--- src/rtl/mips_ctrl_pkg.sv ---
// Shared encodings for the multi-cycle MIPS control path: opcodes, ALU
// operation/operand-select codes and the sequencer state encoding.
package mips_ctrl_pkg;

   localparam logic [5:0] OP_RTYPE = 6'h00;
   localparam logic [5:0] OP_LW    = 6'h23;
   localparam logic [5:0] OP_SW    = 6'h2B;
   localparam logic [5:0] OP_BEQ   = 6'h04;

   localparam logic [1:0] ALUOP_ADD   = 2'b00;
   localparam logic [1:0] ALUOP_SUB   = 2'b01;
   localparam logic [1:0] ALUOP_FUNCT = 2'b10;

   localparam logic [1:0] ALUSRCB_RT      = 2'b00;
   localparam logic [1:0] ALUSRCB_FOUR    = 2'b01;
   localparam logic [1:0] ALUSRCB_IMM     = 2'b10;
   localparam logic [1:0] ALUSRCB_IMM_SH2 = 2'b11;

   localparam logic [3:0] ST_FETCH_ENC    = 4'd0;
   localparam logic [3:0] ST_DECODE_ENC   = 4'd1;
   localparam logic [3:0] ST_MEM_ADDR_ENC = 4'd2;
   localparam logic [3:0] ST_MEM_RD_ENC   = 4'd3;
   localparam logic [3:0] ST_MEM_WR_ENC   = 4'd4;
   localparam logic [3:0] ST_LW_WB_ENC    = 4'd5;
   localparam logic [3:0] ST_R_EXEC_ENC   = 4'd6;
   localparam logic [3:0] ST_R_WB_ENC     = 4'd7;
   localparam logic [3:0] ST_BEQ_ENC      = 4'd8;
   localparam logic [3:0] ST_ERROR_ENC    = 4'd9;

   typedef enum logic [3:0] {
      S_FETCH    = ST_FETCH_ENC,
      S_DECODE   = ST_DECODE_ENC,
      S_MEM_ADDR = ST_MEM_ADDR_ENC,
      S_MEM_RD   = ST_MEM_RD_ENC,
      S_MEM_WR   = ST_MEM_WR_ENC,
      S_LW_WB    = ST_LW_WB_ENC,
      S_R_EXEC   = ST_R_EXEC_ENC,
      S_R_WB     = ST_R_WB_ENC,
      S_BEQ      = ST_BEQ_ENC,
      S_ERROR    = ST_ERROR_ENC
   } state_e;

   // States that talk to memory and may therefore stall on mem_ready.
   function automatic logic is_mem_state(state_e s);
      return (s == S_FETCH) || (s == S_MEM_RD) || (s == S_MEM_WR);
   endfunction

endpackage

--- src/rtl/multicycle_control_fsm.sv ---
// Multi-cycle control sequencer for the R-type/LW/SW/BEQ MIPS subset over a
// single shared instruction/data memory with mem_ready stalls.
//
// state    | meaning
// ---------+--------------------------------------------------------------
// FETCH    | read instr at PC, PC+4 into PC when memory completes
// DECODE   | branch target into ALUOut, dispatch on opcode
// MEM_ADDR | base + sign-ext offset into ALUOut
// MEM_RD   | load data read at ALUOut
// MEM_WR   | store rt at ALUOut (final state of SW)
// LW_WB    | MDR into rt (final state of LW)
// R_EXEC   | rs op rt, funct-decoded
// R_WB     | ALUOut into rd (final state of R-type)
// BEQ      | rs - rt, PC <- branch target if zero (final state of BEQ)
// ERROR    | illegal opcode or memory timeout, parked until rst
module multicycle_control_fsm
   import mips_ctrl_pkg::*;
#(
   parameter int MEM_TIMEOUT = 16,
   parameter int CNT_W       = 32
) (
   input  logic             clk,
   input  logic             rst,
   input  logic [5:0]       opcode,
   input  logic             zero,
   input  logic             mem_ready,
   output logic             pc_write,
   output logic             pc_write_cond,
   output logic             iord,
   output logic             mem_read,
   output logic             mem_write,
   output logic             ir_write,
   output logic             reg_write,
   output logic             reg_dst,
   output logic             mem_to_reg,
   output logic             alu_src_a,
   output logic [1:0]       alu_src_b,
   output logic [1:0]       alu_op,
   output logic             pc_source,
   output logic             illegal_instr,
   output logic             mem_timeout,
   output logic [CNT_W-1:0] retired
);

   localparam int WAIT_W = $clog2(MEM_TIMEOUT + 1);

   state_e            state_q, state_d;
   logic [WAIT_W-1:0] wait_q, wait_d;
   logic [CNT_W-1:0]  retired_q, retired_d;
   logic              illegal_q, illegal_d;
   logic              timeout_q, timeout_d;
   logic              retire;
   logic              stall_expired;

   // zero only qualifies pc_write_cond inside the datapath; the sequence
   // itself is identical for taken and not-taken branches.
   logic zero_unused;
   assign zero_unused = zero;

   // Next state, sticky flags and retire strobe.
   always_comb begin
      state_d       = state_q;
      illegal_d     = illegal_q;
      timeout_d     = timeout_q;
      retire        = 1'b0;
      stall_expired = is_mem_state(state_q) && !mem_ready
                      && (wait_q == WAIT_W'(MEM_TIMEOUT - 1));
      unique case (state_q)
         S_FETCH:    if (mem_ready) state_d = S_DECODE;
         S_DECODE: begin
            case (opcode)
               OP_LW, OP_SW: state_d = S_MEM_ADDR;
               OP_RTYPE:     state_d = S_R_EXEC;
               OP_BEQ:       state_d = S_BEQ;
               default: begin
                  state_d   = S_ERROR;
                  illegal_d = 1'b1;
               end
            endcase
         end
         S_MEM_ADDR: state_d = (opcode == OP_LW) ? S_MEM_RD : S_MEM_WR;
         S_MEM_RD:   if (mem_ready) state_d = S_LW_WB;
         S_MEM_WR: begin
            if (mem_ready) begin
               state_d = S_FETCH;
               retire  = 1'b1;
            end
         end
         S_LW_WB, S_R_WB, S_BEQ: begin
            state_d = S_FETCH;
            retire  = 1'b1;
         end
         S_R_EXEC:   state_d = S_R_WB;
         S_ERROR:    state_d = S_ERROR;
         default:    state_d = S_ERROR;
      endcase
      if (stall_expired) begin
         state_d   = S_ERROR;
         timeout_d = 1'b1;
      end
   end

   // Stall counter restarts on every state change and whenever memory answers.
   always_comb begin
      wait_d = '0;
      if (is_mem_state(state_q) && !mem_ready && (state_d == state_q))
         wait_d = wait_q + WAIT_W'(1);
      retired_d = retire ? retired_q + CNT_W'(1) : retired_q;
   end

   // State, counters and sticky flags.
   always_ff @(posedge clk) begin
      if (rst) begin
         state_q   <= S_FETCH;
         wait_q    <= '0;
         retired_q <= '0;
         illegal_q <= 1'b0;
         timeout_q <= 1'b0;
      end else begin
         state_q   <= state_d;
         wait_q    <= wait_d;
         retired_q <= retired_d;
         illegal_q <= illegal_d;
         timeout_q <= timeout_d;
      end
   end

   // Moore control decode; everything held low while rst is asserted.
   always_comb begin
      pc_write      = 1'b0;
      pc_write_cond = 1'b0;
      iord          = 1'b0;
      mem_read      = 1'b0;
      mem_write     = 1'b0;
      ir_write      = 1'b0;
      reg_write     = 1'b0;
      reg_dst       = 1'b0;
      mem_to_reg    = 1'b0;
      alu_src_a     = 1'b0;
      alu_src_b     = ALUSRCB_RT;
      alu_op        = ALUOP_ADD;
      pc_source     = 1'b0;
      if (!rst) begin
         case (state_q)
            S_FETCH: begin
               mem_read  = 1'b1;
               alu_src_b = ALUSRCB_FOUR;
               ir_write  = mem_ready;
               pc_write  = mem_ready;
            end
            S_DECODE:   alu_src_b = ALUSRCB_IMM_SH2;
            S_MEM_ADDR: begin
               alu_src_a = 1'b1;
               alu_src_b = ALUSRCB_IMM;
            end
            S_MEM_RD: begin
               mem_read = 1'b1;
               iord     = 1'b1;
            end
            S_MEM_WR: begin
               mem_write = 1'b1;
               iord      = 1'b1;
            end
            S_LW_WB: begin
               reg_write  = 1'b1;
               mem_to_reg = 1'b1;
            end
            S_R_EXEC: begin
               alu_src_a = 1'b1;
               alu_op    = ALUOP_FUNCT;
            end
            S_R_WB: begin
               reg_write = 1'b1;
               reg_dst   = 1'b1;
            end
            S_BEQ: begin
               alu_src_a     = 1'b1;
               alu_op        = ALUOP_SUB;
               pc_write_cond = 1'b1;
               pc_source     = 1'b1;
            end
            default: ;
         endcase
      end
   end

   assign illegal_instr = illegal_q;
   assign mem_timeout   = timeout_q;
   assign retired       = retired_q;

endmodule

--- config.mk ---
export PLATFORM = sky130hd
export DESIGN_NAME = multicycle_control_fsm
export DESIGN_NICKNAME = d
export VERILOG_FILES = /design/src/rtl/mips_ctrl_pkg.sv /design/src/rtl/multicycle_control_fsm.sv
export SDC_FILE = /design/constraint.sdc
export NUM_CORES = 1
export LEC_CHECK = 0
export ABC_AREA = 1
export CAP_MARGIN = 25
export CORE_ASPECT_RATIO = 1.2
export CORE_MARGIN = 5
export CORE_UTILIZATION = 35
export CTS_CLUSTER_SIZE = 24
export DETAILED_ROUTE_END_ITERATION = 7
export GPL_TIMING_DRIVEN = 0
export PLACE_DENSITY = 0.58
export SLEW_MARGIN = 20
export SYNTH_ARGS = -nofsm -noshare
export SYNTH_HDL_FRONTEND = slang
export SYNTH_SLANG_ARGS = --single-unit
--- constraint.sdc ---
create_clock -name clk -period 2.3 [get_ports clk]
set_clock_uncertainty 0.15 [all_clocks]
set_input_delay 0.345 -clock clk [delete_from_list [all_inputs] [get_ports clk]]
set_output_delay 0.345 -clock clk [all_outputs]
set_load 0.01 [all_outputs]
==> reports/metrics.yaml, run 1 <==
layout:
  multi_input_area_sq_um: 1597
  antennaDiodeCount: 0
  syn_to_final_growth_pct: 30.97
  final-seq-area_sq_um: 865.8
  fin_area_sq_um: 3530
  utilization: 0.4632
  n_fill_cell: 847
  drive_above_1_share: 0.1004
  nNetsFinal: 520
clocking:
  clock_path_buffers: 2
  clk_latency_ns: 0.30
  numCtsBuffers: 5
  cts_tree: "built"
  clock_sinks: 43
  cts_root_buf: "clkbuf_8"
  h-tree-depth: 2
  cts.clk_slew.worst_paths_ns: 0.09
  cts_hold_buf: 0
detailed_routing:
  dr.pass1.iters: 4
  wirelength_mm: 7.967
  wl_per_cell_um: 13.28
  vias: 2929
  via_per_inst: 4.882
  drcViolationCount: 0
  antenna_left: 0
  drtIter0Drc: 79
sta:
  slew_headroom: 0.6211
  setup_viol: 0
  tns_ns: 0
  worst_pin_slew_ns: 0.5684
  post-route-min-period_ns: 2.215
  rsz0062_at_grt: "false"
  fin_crit_sh: 0.9632
  fmax_ghz: 0.4514
  slew_violations: 0
  finalHoldViolations: 0
synth:
  netlist.area_leader.share: 0.3194
  synth_warnings: 0
  synthTopCellsByArea: "dfxtp_1 (32%), nand2_1 (18%), nor2_1 (9.7%), inv_1 (7.1%), a21oi_1 (5.2%)"
  syn_nets: 455
  synthCells: 442
  synth_edf_count: 0
  synth.distinct_cells: 31
  syn_avg_cell_area_sq_um: 6.097
  synthFlopType: "dfxtp_1"
  async_flop_share: 0
  syn-cell-area_sq_um: 2695
  ys_ff_latch: 43
  synth_seq_area_share: 0.3194
  yosysTopAreaCell: "dfxtp_1"
worst_setup_path:
  endpoint: "mem_write"
  cp-end-kind: "output port"
  cp_num_cells: 5
  crit_path_max_fanout: 6
  r2r_setup_slack_ns: 0.29
  required_ns: 1.80
  r2r_cells: 10
  arrival_ns: 1.72
  crit_start: "state_q[0]"
  worst_path_max_delay_cell: "clkdlybuf4s50_1"
  start_kind: "flip-flop"
  critPathTopFamily: "buffers and inverters"
  reg2reg_from: "retired[0]"
  crit_chain: "nor2_4 -> buf_4 -> nand2_2 -> nor2_1 -> clkdlybuf4s50_1"
  critPathKind: "reg2out"
  r2r-end: "retired[16]"
  slowest_delay_ns: 0.54
  critical_path_buf_inv_count: 2
job:
  cap_violations: 0
placed_design:
  dp_hpwl_mm: 6.249
  globalplace.congestion: 0.9069
  placed_area_sq_um: 3371
  io_buffers: 56
global_routing:
  first_global_vias: 2950
  grt_max_degree: 14
  overflow: 0
  grt.total_usage: 0.1714
  antenna_found_initial: 0
  grt_pass1_wl_mm: 13.61
run_status:
  status: "finished clean"
die:
  die_x_um: 90.11
  start_util: 0.3537
  die_y_um: 106.1
  fp.coreArea_sq_um: 7620
  rows: 35
  num_io_pins: 59
  dieArea_sq_um: 9562
hold_path:
  hold_start: "rst"
  hp-class: "in2reg"
  hold_path_depth: 2
power_and_ir_drop:
  p_leak_nw: 1.401
  power_mw: 1.477
  ir_drop_mv: 0.2762
  power_density_nw_per_um2: 418.3
-- state kept, by name (all words and copies together), names as in the netlist --
signal / flops
state_q: 4
wait_q: 5
illegal_instr: 1
mem_timeout: 1
retired: 32
-- worst min path at each step --
stage                       endpoint  slack (ns)
after floorplan            wait_q[0]        0.27
after global placement     wait_q[0]        0.28
after detailed placement   wait_q[0]        0.29
after CTS                 retired[8]        0.25
after global routing      retired[8]        0.27
final                     retired[8]        0.24
-- layout make-up --
type	instances	share of cell area
plain buffers	12	0.02162
clock buffers	6	0.02056
clock inverters	2	0.003545
inverters	56	0.05955
multi-input cells	331	0.4523
flip-flops and latches	43	0.2453
well taps	92	0.03261
repair buffers	58	0.1645
-- per-stage QoR --
step,hold slack [ns],setup slack (ns),instances
2_1_floorplan,0.2676,0.5028,442
3_3_place_gp,0.2828,-0.3183,590
3_5_place_dp,0.2871,-0.3020,590
4_1_cts,0.2455,-0.006586,598
5_1_grt,0.2672,0.007428,600
6_report,0.2421,0.08461,600
-- power breakdown --
group	switching (mW)	internal, mW	total, mW	leakage, nW
clock network	0.273	0.213	0.486	0.0412
logic	0.126	0.0902	0.216	1.01
registers	0.0177	0.757	0.775	0.349
total	0.417	1.06	1.48	1.40
-- repair_timing --
item	CTS	global route
setup buffers	0	2
setup endpoints to repair	13	9
gates resized for setup	16	10
gates cloned	0	0
pin swaps	1	3
-- placed cells by master (no fill, tap or decap) --
cell type,instances
a21boi_0,1
a21oi_1,28
a31oi_1,2
and2_1,1
and3_1,2
buf_2,3
buf_4,7
buf_6,1
clkbuf_1,3
clkbuf_2,1
clkbuf_8,5
clkdlybuf4s50_1,48
clkinv_2,1
clkinvlp_4,1
dfxtp_1,39
dfxtp_2,4
dlygate4sd2_1,4
dlymetal6s2s_1,4
ha_1,3
inv_1,51
inv_2,5
nand2_1,125
nand2_2,6
nand3_1,25
nand3_2,3
nand3_4,1
nand3b_1,6
nand4_1,7
nor2_1,67
nor2_2,3
nor2_4,7
nor3_1,20
nor3_2,2
nor3b_1,1
nor3b_2,1
o21ai_0,13
o21ai_1,1
xnor2_1,2
xor2_1,4
-- logic make-up after synthesis --
family          share of synthesized area
simple gates                       0.4568
buf+inv                            0.1049
compound gates                    0.08542
flops                              0.3194
xor+xnor                          0.01950
fa+ha+maj                         0.01393
-- cells in the mapped netlist, types with 3 or more instances --
master      n
nand2_1   127
ha_1        3
xor2_1      4
nor3_1     21
nand3_2     4
nand3b_1    6
o21ai_0    13
buf_4       5
nor2_4      3
nor2_2      4
nand2_2     4
nand3_1    25
nand4_1     7
clkbuf_1    3
inv_2       5
inv_1      51
dfxtp_1    43
nor2_1     70
a21oi_1    28
-- layer usage --
metal / GRT usage / share of wire / vias to the layer above
met5: 0 / 0 / -
met4: 0.06277 / 0.024 / 0
met3: 0.03751 / 0.049 / 14
met2: 0.3201 / 0.51 / 59
met1: 0.1877 / 0.42 / 1329
li1: - / - / 1527
Note: power is estimated with default switching activity, not from simulation.
==> run 2: changes to the inputs <==
--- a/config.mk
+++ b/config.mk
@@ -14,6 +14,7 @@
 export DETAILED_ROUTE_END_ITERATION = 7
 export GPL_TIMING_DRIVEN = 0
 export PLACE_DENSITY = 0.58
+export RECOVER_POWER = 100
 export SLEW_MARGIN = 20
 export SYNTH_ARGS = -nofsm -noshare
 export SYNTH_HDL_FRONTEND = slang
==> reports/metrics.yaml, run 2 (synthesis gave the netlist of run 1 again) <==
hold_path:
  hp-class: "in2reg"
  hold_path_depth: 2
  worstHoldEndpoint: "retired[8]"
  hold_start: "rst"
die:
  dieArea_sq_um: 9562
  fp.coreArea_sq_um: 7620
  num_io_pins: 59
  rows: 35
  die_y_um: 106.1
  die_x_um: 90.11
  start_util: 0.3537
global_routing:
  first_global_vias: 2950
  grt.total_usage: 0.1714
  antenna_found_initial: 0
  grt_pass1_wl_mm: 13.61
  grt_max_degree: 14
  overflow: 0
layout:
  antennaDiodeCount: 0
  syn_to_final_growth_pct: 28.69
  layout.cells.most_common: "nand2_1"
  nNetsFinal: 520
  final-seq-area_sq_um: 865.8
  multi_input_area_sq_um: 1574
  n_fill_cell: 860
  utilization: 0.4552
  finalNonFillerCells: 600
  largest_reg_flops: 32
  mostFrequentLayoutCells: "nand2_1 (126), nor2_1 (69), inv_1 (53)"
  drive_above_1_share: 0.08465
power_and_ir_drop:
  ir_drop_mv: 0.2795
  comb_power_share: 0.137
  clockPowerShare: 0.333
  p_int_mw: 1.048
  power_density_nw_per_um2: 421.3
  p_sw_frac: 0.2831
  p_leak_nw: 1.464
  p_seq_frac: 0.530
  p_switching_uw: 413.7
worst_setup_path:
  critPathKind: "reg2out"
  r2r_cells: 10
  r2r-end: "retired[24]"
  slowest_delay_ns: 0.54
  required_ns: 1.80
  reg2reg_from: "retired[0]"
  cp_num_cells: 5
  critPathTopFamily: "buffers and inverters"
  r2r_setup_slack_ns: 0.27
  arrival_ns: 1.72
  crit_path_max_fanout: 6
  crit_chain: "nor2_4 -> buf_4 -> nand2_2 -> nor2_1 -> clkdlybuf4s50_1"
  start_kind: "flip-flop"
  critical_path_buf_inv_count: 2
  cp-end-kind: "output port"
  worst_path_max_delay_cell: "clkdlybuf4s50_1"
sta:
  post-route-min-period_ns: 2.217
  rsz0062_at_grt: "false"
  setup_viol: 0
  fmax_ghz: 0.4511
  fin_crit_sh: 0.9638
  slew_headroom: 0.6192
  worst_pin_slew_ns: 0.5711
  slew_violations: 0
  finalHoldViolations: 0
clocking:
  cts_root_buf: "clkbuf_8"
  numCtsBuffers: 5
  clk_latency_ns: 0.30
  clock_sinks: 43
  cts.clk_slew.worst_paths_ns: 0.09
  cts_tree: "built"
  h-tree-depth: 2
  cts_hold_buf: 0
  clock_path_buffers: 2
placed_design:
  io_buffers: 56
  dp_hpwl_mm: 6.249
  dp_cells: 590
  globalplace.congestion: 0.9069
job:
  cap_violations: 0
detailed_routing:
  drtIter0Drc: 118
  wl_per_cell_um: 13.28
  via_per_inst: 4.878
  vias: 2927
  wirelength_mm: 7.966
  antenna_left: 0
  dr.pass1.iters: 4
  drcViolationCount: 0
run_status:
  status: "finished clean"
-- run 2: changes by cell type in the layout (fill, tap and decap cells not counted), moves of 2 or more --
cell / delta
buf_4: -2
clkbuf_1: +4
clkbuf_2: +2
clkdlybuf4s50_1: -36
dlygate4sd3_1: +36
dlymetal6s2s_1: -3
inv_1: +2
inv_2: -2
nor2_1: +2
-- run 2: cell type report --
cell class	instances	area share
clock inverters	2	0.003607
inverters	56	0.06061
multi-input cells	331	0.4538
well taps	92	0.03319
plain buffers	12	0.01840
repair buffers	58	0.1598
flip-flops and latches	43	0.2496
clock buffers	6	0.02092
-- run 2: metrics by stage --
step | cell area, sq um | setup WS (ns) | hold slack, ns | total power, mW | setup TNS [ns]
global route | 3468 | 0.002937 | 0.2672 | 1.526 | 0
finish | 3468 | 0.08322 | 0.2443 | 1.461 | 0
global placement | 3371 | -0.3183 | 0.2828 | 0.9931 | -1.617
detailed placement | 3371 | -0.3020 | 0.2871 | 0.9927 | -1.472
floorplan | 2695 | 0.5028 | 0.2676 | 0.9040 | 0
CTS | 3483 | -0.006586 | 0.2455 | 1.480 | -0.006586
-- run 2: worst register-to-register path, delay by kind of cell (launching register included) --
kind	cells	cell delay (ns)
buf+inv	2	0.26
compound gates	1	0.15
simple gates	6	0.68
fa+ha+maj	1	0.26
flops	1	0.43
-- run 2: worst max-delay path by stage --
stage,startpoint,endpoint
6_report,state_q[0],mem_write
5_1_grt,state_q[3],alu_src_a
4_1_cts,state_q[1],pc_write
3_5_place_dp,rst,pc_write
3_3_place_gp,rst,pc_write
2_1_floorplan,rst,pc_write
-- run 2: power by group through the flow --
stage,sequential [mW],combinational (mW),clock (mW)
after floorplan,0.788,0.116,0
after global placement,0.788,0.205,0
after detailed placement,0.788,0.205,0
after CTS,0.773,0.209,0.498
after global routing,0.776,0.224,0.525
final,0.774,0.200,0.487
-- run 2: routing by layer --
metal | vias to the layer above | GRT usage | routed length (um)
li1 | 1528 | - | -
met1 | 1329 | 0.1877 | 3390
met2 | 56 | 0.3201 | 4009
met3 | 14 | 0.03751 | 370
met4 | 0 | 0.06277 | 195
met5 | - | 0 | 0
-- run 2: what timing repair did --
| item | CTS | global route |
|---|---|---|
| setup endpoints to repair | 13 | 9 |
| cloned | 0 | 0 |
| resized for setup | 16 | 10 |
| buffers inserted | 0 | 2 |
| pin swaps | 1 | 3 |
